[config.mk]
export PLATFORM = sky130hd
export DESIGN_NAME = demux_sched_4ch_flat
export DESIGN_NICKNAME = d
export VERILOG_FILES = /design/src/rtl/demux_sched_4ch_if.sv /design/src/rtl/demux_sched_4ch.sv /design/src/flat_wrapper.sv
export SDC_FILE = /design/constraint.sdc
export NUM_CORES = 1
export LEC_CHECK = 0
export ABC_AREA = 1
export ABC_CLOCK_PERIOD_IN_PS = 1730
export BUFFER_PORTS_ARGS = -buffer_cell sky130_fd_sc_hd__buf_2
export CELL_PAD_IN_SITES_DETAIL_PLACEMENT = 1
export CELL_PAD_IN_SITES_GLOBAL_PLACEMENT = 2
export CORE_MARGIN = 4
export CORE_UTILIZATION = 23
export CTS_CLUSTER_SIZE = 30
export DETAILED_ROUTE_END_ITERATION = 10
export HOLD_SLACK_MARGIN = 0.03
export PLACE_DENSITY = 0.77
export SLEW_MARGIN = 20
export SYNTH_ARGS = -nofsm -noshare
export SYNTH_HDL_FRONTEND = slang
export SYNTH_SLANG_ARGS = --single-unit
[constraint.sdc]
create_clock -name clk -period 1.73 [get_ports clk]
set_clock_uncertainty 0.2 [all_clocks]
set_input_delay 0.2595 -clock clk [delete_from_list [all_inputs] [get_ports clk]]
set_output_delay 0.2595 -clock clk [all_outputs]
set_load 0.01 [all_outputs]
[src/rtl/demux_sched_4ch_if.sv]
// Handshake/data bundle between the upstream producer, the burst scheduler and the demux fabric.
// master = producer/fabric side, slave = scheduler side.
interface demux_sched_4ch_if #(
  parameter int DATA_W = 8
);
  logic [3:0]        ch_en;
  logic              in_valid;
  logic [DATA_W-1:0] in_data;
  logic              in_ready;
  logic [3:0]        out_ready;
  logic [3:0]        out_valid;
  logic [DATA_W-1:0] out_data;
  logic [1:0]        sel;
  logic              burst_done;

  modport master (
    output ch_en, in_valid, in_data, out_ready,
    input  in_ready, out_valid, out_data, sel, burst_done
  );

  modport slave (
    input  ch_en, in_valid, in_data, out_ready,
    output in_ready, out_valid, out_data, sel, burst_done
  );
endinterface

[src/rtl/demux_sched_4ch.sv]
// Round-robin burst scheduler driving the select of a 1-to-4 demux (BURST_LEN beats per grant).
// Optional stall timeout is compiled in with `define DEMUX_SCHED_TIMEOUT_EN.
module demux_sched_4ch #(
  parameter int DATA_W    = 8,
  parameter int BURST_LEN = 4,
  parameter int TIMEOUT   = 16
) (
  input  logic                clk,
  input  logic                rst,
  demux_sched_4ch_if.slave    bus,
  output logic [1:0]          state_dbg,
  output logic [3:0]          beat_cnt_dbg
);

  if (BURST_LEN < 1 || BURST_LEN > 15 || TIMEOUT < 1) begin : g_param_check
    $error("demux_sched_4ch: BURST_LEN must be 1..15 and TIMEOUT >= 1");
  end

  // Handshake: a beat moves on a cycle where state==XFER, in_valid=1 and
  // out_ready[sel]=1; in_ready/out_valid never wait on each other.
  typedef enum logic [1:0] {
    IDLE = 2'd0,
    PICK = 2'd1,
    XFER = 2'd2
  } state_t;

  localparam logic [3:0] LAST_BEAT = 4'(BURST_LEN - 1);

  state_t     state;
  logic [1:0] sel_q;
  logic [1:0] last;
  logic [3:0] beat_cnt;
  logic       done_q;
  logic [1:0] next_ch;
  logic       fire;

`ifdef DEMUX_SCHED_TIMEOUT_EN
  localparam int STALL_W = $clog2(TIMEOUT + 1);
  localparam logic [STALL_W-1:0] STALL_LAST = STALL_W'(TIMEOUT - 1);
  logic [STALL_W-1:0] stall_cnt;
`endif

  // First enabled channel after last, modulo 4; k=4 lands back on last itself.
  always_comb begin
    logic       found;
    logic [1:0] cand;
    next_ch = last;
    found   = 1'b0;
    cand    = last;
    for (int k = 1; k <= 4; k++) begin
      cand = last + k[1:0];
      if (!found && bus.ch_en[cand]) begin
        next_ch = cand;
        found   = 1'b1;
      end
    end
  end

  assign fire         = (state == XFER) && bus.in_valid && bus.out_ready[sel_q];
  assign bus.in_ready = (state == XFER) && bus.out_ready[sel_q];
  assign bus.out_data = bus.in_data;
  assign bus.sel      = sel_q;
  assign bus.burst_done = done_q;
  assign state_dbg    = state;
  assign beat_cnt_dbg = beat_cnt;

  always_comb begin
    bus.out_valid = 4'b0000;
    if (state == XFER && bus.in_valid) bus.out_valid[sel_q] = 1'b1;
  end

  always_ff @(posedge clk or posedge rst) begin
    if (rst) begin
      state    <= IDLE;
      sel_q    <= 2'd0;
      last     <= 2'd3;
      beat_cnt <= 4'd0;
      done_q   <= 1'b0;
`ifdef DEMUX_SCHED_TIMEOUT_EN
      stall_cnt <= '0;
`endif
    end else begin
      done_q <= 1'b0;
      case (state)
        IDLE: begin
          if (bus.ch_en != 4'b0000) state <= PICK;
        end
        PICK: begin
          if (bus.ch_en == 4'b0000) begin
            state <= IDLE;
          end else begin
            sel_q    <= next_ch;
            last     <= next_ch;
            beat_cnt <= 4'd0;
            state    <= XFER;
`ifdef DEMUX_SCHED_TIMEOUT_EN
            stall_cnt <= '0;
`endif
          end
        end
        XFER: begin
          if (fire) begin
`ifdef DEMUX_SCHED_TIMEOUT_EN
            stall_cnt <= '0;
`endif
            if (beat_cnt == LAST_BEAT) begin
              done_q   <= 1'b1;
              beat_cnt <= 4'd0;
              state    <= (bus.ch_en == 4'b0000) ? IDLE : PICK;
            end else begin
              beat_cnt <= beat_cnt + 4'd1;
              if (!bus.ch_en[sel_q]) state <= PICK;
            end
          end else begin
            // A granted channel that loses its enable gives up the grant with no done pulse.
            if (!bus.ch_en[sel_q]) begin
              state <= PICK;
            end
`ifdef DEMUX_SCHED_TIMEOUT_EN
            else if (stall_cnt == STALL_LAST) begin
              state     <= PICK;
              stall_cnt <= '0;
            end else begin
              stall_cnt <= stall_cnt + 1'b1;
            end
`endif
          end
        end
        default: state <= IDLE;
      endcase
    end
  end

endmodule

[src/flat_wrapper.sv]
// flat-port wrapper written by rule: the top's interface ports become plain ports
module demux_sched_4ch_flat 
#(
  parameter int DATA_W    = 8,
  parameter int BURST_LEN = 4,
  parameter int TIMEOUT   = 16
)
  (clk, rst, state_dbg, beat_cnt_dbg, bus_ch_en, bus_in_valid, bus_in_data, bus_out_ready, bus_in_ready, bus_out_valid, bus_out_data, bus_sel, bus_burst_done);
  demux_sched_4ch_if #(.DATA_W(DATA_W)) bus_i ();
  input  logic clk;
  input  logic rst;
  output logic [1:0] state_dbg;
  output logic [3:0] beat_cnt_dbg;
  input wire logic [$bits(bus_i.ch_en)-1:0] bus_ch_en;
  input wire logic [$bits(bus_i.in_valid)-1:0] bus_in_valid;
  input wire logic [$bits(bus_i.in_data)-1:0] bus_in_data;
  input wire logic [$bits(bus_i.out_ready)-1:0] bus_out_ready;
  output wire logic [$bits(bus_i.in_ready)-1:0] bus_in_ready;
  output wire logic [$bits(bus_i.out_valid)-1:0] bus_out_valid;
  output wire logic [$bits(bus_i.out_data)-1:0] bus_out_data;
  output wire logic [$bits(bus_i.sel)-1:0] bus_sel;
  output wire logic [$bits(bus_i.burst_done)-1:0] bus_burst_done;
  assign bus_i.ch_en = bus_ch_en;
  assign bus_i.in_valid = bus_in_valid;
  assign bus_i.in_data = bus_in_data;
  assign bus_i.out_ready = bus_out_ready;
  assign bus_in_ready = bus_i.in_ready;
  assign bus_out_valid = bus_i.out_valid;
  assign bus_out_data = bus_i.out_data;
  assign bus_sel = bus_i.sel;
  assign bus_burst_done = bus_i.burst_done;
  demux_sched_4ch #(.DATA_W(DATA_W), .BURST_LEN(BURST_LEN), .TIMEOUT(TIMEOUT)) u_core (.clk(clk), .rst(rst), .bus(bus_i), .state_dbg(state_dbg), .beat_cnt_dbg(beat_cnt_dbg));
endmodule
==> metrics.txt <==
Setup violations, final=0; final wirelength=2790 microns; CTS tree=built; Congestion Overflow GR=0; Fill cells=approximately 480; Root Buffer=clkbuf_8; post-synthesis sequential area ratio=between 30 and 40%; I/O Buffers=24; Rel. slew slack=70.3%; Max FO, Critical Path=7; largest net degree at the start of global routing=12; syn_area_per_cell=between 6 and 7 sq um; Final ANT Viol Nets=0; DP HPWL=approximately 2100 microns; total of max-cap violations=0; Placer Congestion=0.873; nets@finish=roughly 190; DR WL/cell=13.0 microns; vias in the first global route=1027; Yosys cell types=22; H-tree Lvls=1; Pins Over Slew Limit=0; Compound-Gate Fraction of Synth Area=under 10%; Synth Register Bits=11; share of cells above drive strength 1=51.2%; Worst Setup End Kind=register; Post-Synthesis Cells=133; Clock Path Buffers=2; Post-Synth XOR/XNOR Area=0%; RSZ-0062 raised after global routing=yes; min Tclk post-route=about 1700 ps; Synth warnings=0; largest family of logic cells by synthesized area=simple AND/OR/NAND/NOR gates; CP peak stage delay=roughly 560 ps; Remaining DRCs=0; worst hold path type=primary input to register; DIE AREA=about 5000 sq um; register area=between 200 and 300 sq um; die width=between 70 and 80 microns; drt pass-1 iters=4; most frequent CP cell=nand2_2; Core ar.=about 3700 sq um; PD cells=about 1900 nW/um^2; Die H=70.5 microns; initial antenna violation count=0; crit path DAT=1640 ps; Clock Sinks=11; outcome=completed; worst slew pin tran=roughly 440 ps; mux cell area share after synthesis=0%; vias per cell=about 4.6; Final Hold Viols=0; Crit Path Category=register to register; Vias=between 900 and 1000; Clk pin slew, worst setup/hold paths=~50 ps; Tcrit/Tclk final=99.1%; area leader, netlist=dfrtp_1; Multi-input gate area=roughly 600 sq um; peak supply drop=about 0.00075 V; IO Pins=just over 40; Max Freq=583 MHz; critical-path cell list=buf_12, inv_8, nand2_1, nand3_2, nand2_2, nand3_4, nand3_2, nand2_2, nand2_2, nand2_1; placed cell count=200; Fin Hold WS=278 ps; CTS Buf Count=3; Adder-Cell Fraction of Synth Area=~1.4%; Synth area leaders=dfrtp_1 25%, nand2_1 15%, nand3_1 9.5%, buf_4 8.3%, nand2_2 7.6%; Leak Pwr=roughly 0.70 nW; Starting DRT DRC Count=11; Layout Cell Area excl Fill=around 1300 sq um; simple-gate share of the synthesized area=between 40% and 50%; first-pass GRT wire length=4370 microns; Global Route Usage Sum=roughly a tenth; FP Rows=22; later-pin clock latency in the skew report=230 ps; synthesized area=900 sq um; initial core utilization=between 20% and 30%; Worst Setup Start Kind=register; Req. time, crit path=roughly 1700 ps; Syn Nets=between 150 and 200; Area after DPL=1040 sq um; # diodes=0; Synth top area share=about 25%; Finished Layout Cells=214; Crit-path slowest cell=dfstp_2; Layout Area Growth over Synthesis=44.6%
kinds of logic after synthesis:
| kind of cell | count (synthesis) |
|---|---|
| AND/OR/NAND/NOR | 84 |
| buffers and inverters | 27 |
| flip-flops | 11 |
| AO/OA/AOI/OAI | 10 |
| adder cells (fa/ha/maj) | 1 |
routing by layer:
metal	up-vias	part of all wire [%]	track usage (%)
met5	-	0	0
met1	471	39	11.4
met3	4	4.0	2.13
met2	20	56	20.8
li1	481	-	-
met4	0	1.3	3.13
area by class of cell:
| cell class | instances | share of cell area [%] |
|---|---|---|
| multi-input combinational | 95 | 45.1 |
| sequential | 11 | 21.6 |
| clock buffer | 4 | 3.46 |
| tap | 48 | 4.62 |
| inverter | 16 | 5.58 |
| timing repair buffer | 40 | 19.6 |
sequential cells by signal, indices dropped and copies added (netlist names):
name,count
u_core.beat_cnt_dbg,4
u_core.bus.burst_done,1
u_core.bus.sel,2
u_core.last,2
u_core.state_dbg,2
stage by stage:
stage	TNS, ps	utilization [%]	power, W	worst slack (ps)
floorplan	0	-	0.00140	150
global placement	0	27.9	0.00168	60.3
detailed placement	-4.79	27.9	0.00173	-4.79
CTS	0	30.2	0.00206	1.40
global route	-353	35.0	0.00272	-89.7
finish	0	35.0	0.00250	15.8
final timing paths:
kind / start / slack [ps] / depth (start not counted) / end
min in group asynchronous: rst / 370 / 3 / u_core.bus.burst_done$_DFF_PP0_
max reg2reg: u_core.last[0]$_DFFE_PP1N_ / 20 / 10 / u_core.bus.sel[1]$_DFFE_PP0N_
max: u_core.last[0]$_DFFE_PP1N_ / 20 / 10 / u_core.bus.sel[1]$_DFFE_PP0N_
min reg2reg: u_core.last[1]$_DFFE_PP1N_ / 340 / 2 / u_core.last[1]$_DFFE_PP1N_
max in group asynchronous: rst / 630 / 3 / u_core.last[1]$_DFFE_PP1N_
min: bus_ch_en[2] / 280 / 5 / u_core.state_dbg[0]$_DFFE_PP0P_
cells in the mapped netlist (all sizes together):
cell / count
nor3: 6
buf: 11
dfrtp: 9
nand3: 18
nand2: 48
nand4: 3
o21ai: 4
a21oi: 6
inv: 16
ha: 1
nor2: 9
dfstp: 2
what timing repair did:
item,CTS,global route
setup endpoints to repair,6,9
endpoints found under the hold margin,9,0
pin swaps,0,7
cloned,0,0
gates resized for setup,5,31
hold buffers,1,0
setup buffers,2,7
cells in the final DEF, fill, tap and decap left out, types with 4 or more instances in the layout:
cell type | Yosys | routed
nand2_1 | 37 | 28
buf_2 | 0 | 24
buf_4 | 10 | 14
nand3_1 | 17 | 13
nand2_4 | 0 | 12
inv_1 | 9 | 9
nand2_2 | 11 | 8
nor2_1 | 8 | 7
a21oi_1 | 6 | 6
dfrtp_1 | 9 | 6
nor3_1 | 6 | 5
inv_2 | 5 | 4
nand3_2 | 0 | 4
report_power, final:
group	internal [W]	switching, W
clock network	0.000162	0.0000951
logic	0.000719	0.000991
registers	0.000378	0.000153
total	0.00126	0.00124
critical path: cells and delay by family, from the launching register on:
kind / cells / cell delay (ps)
buffers and inverters: 2 / 180
flip-flops: 1 / 560
AND/OR/NAND/NOR: 8 / 660
(Power assumes the default switching activity.)
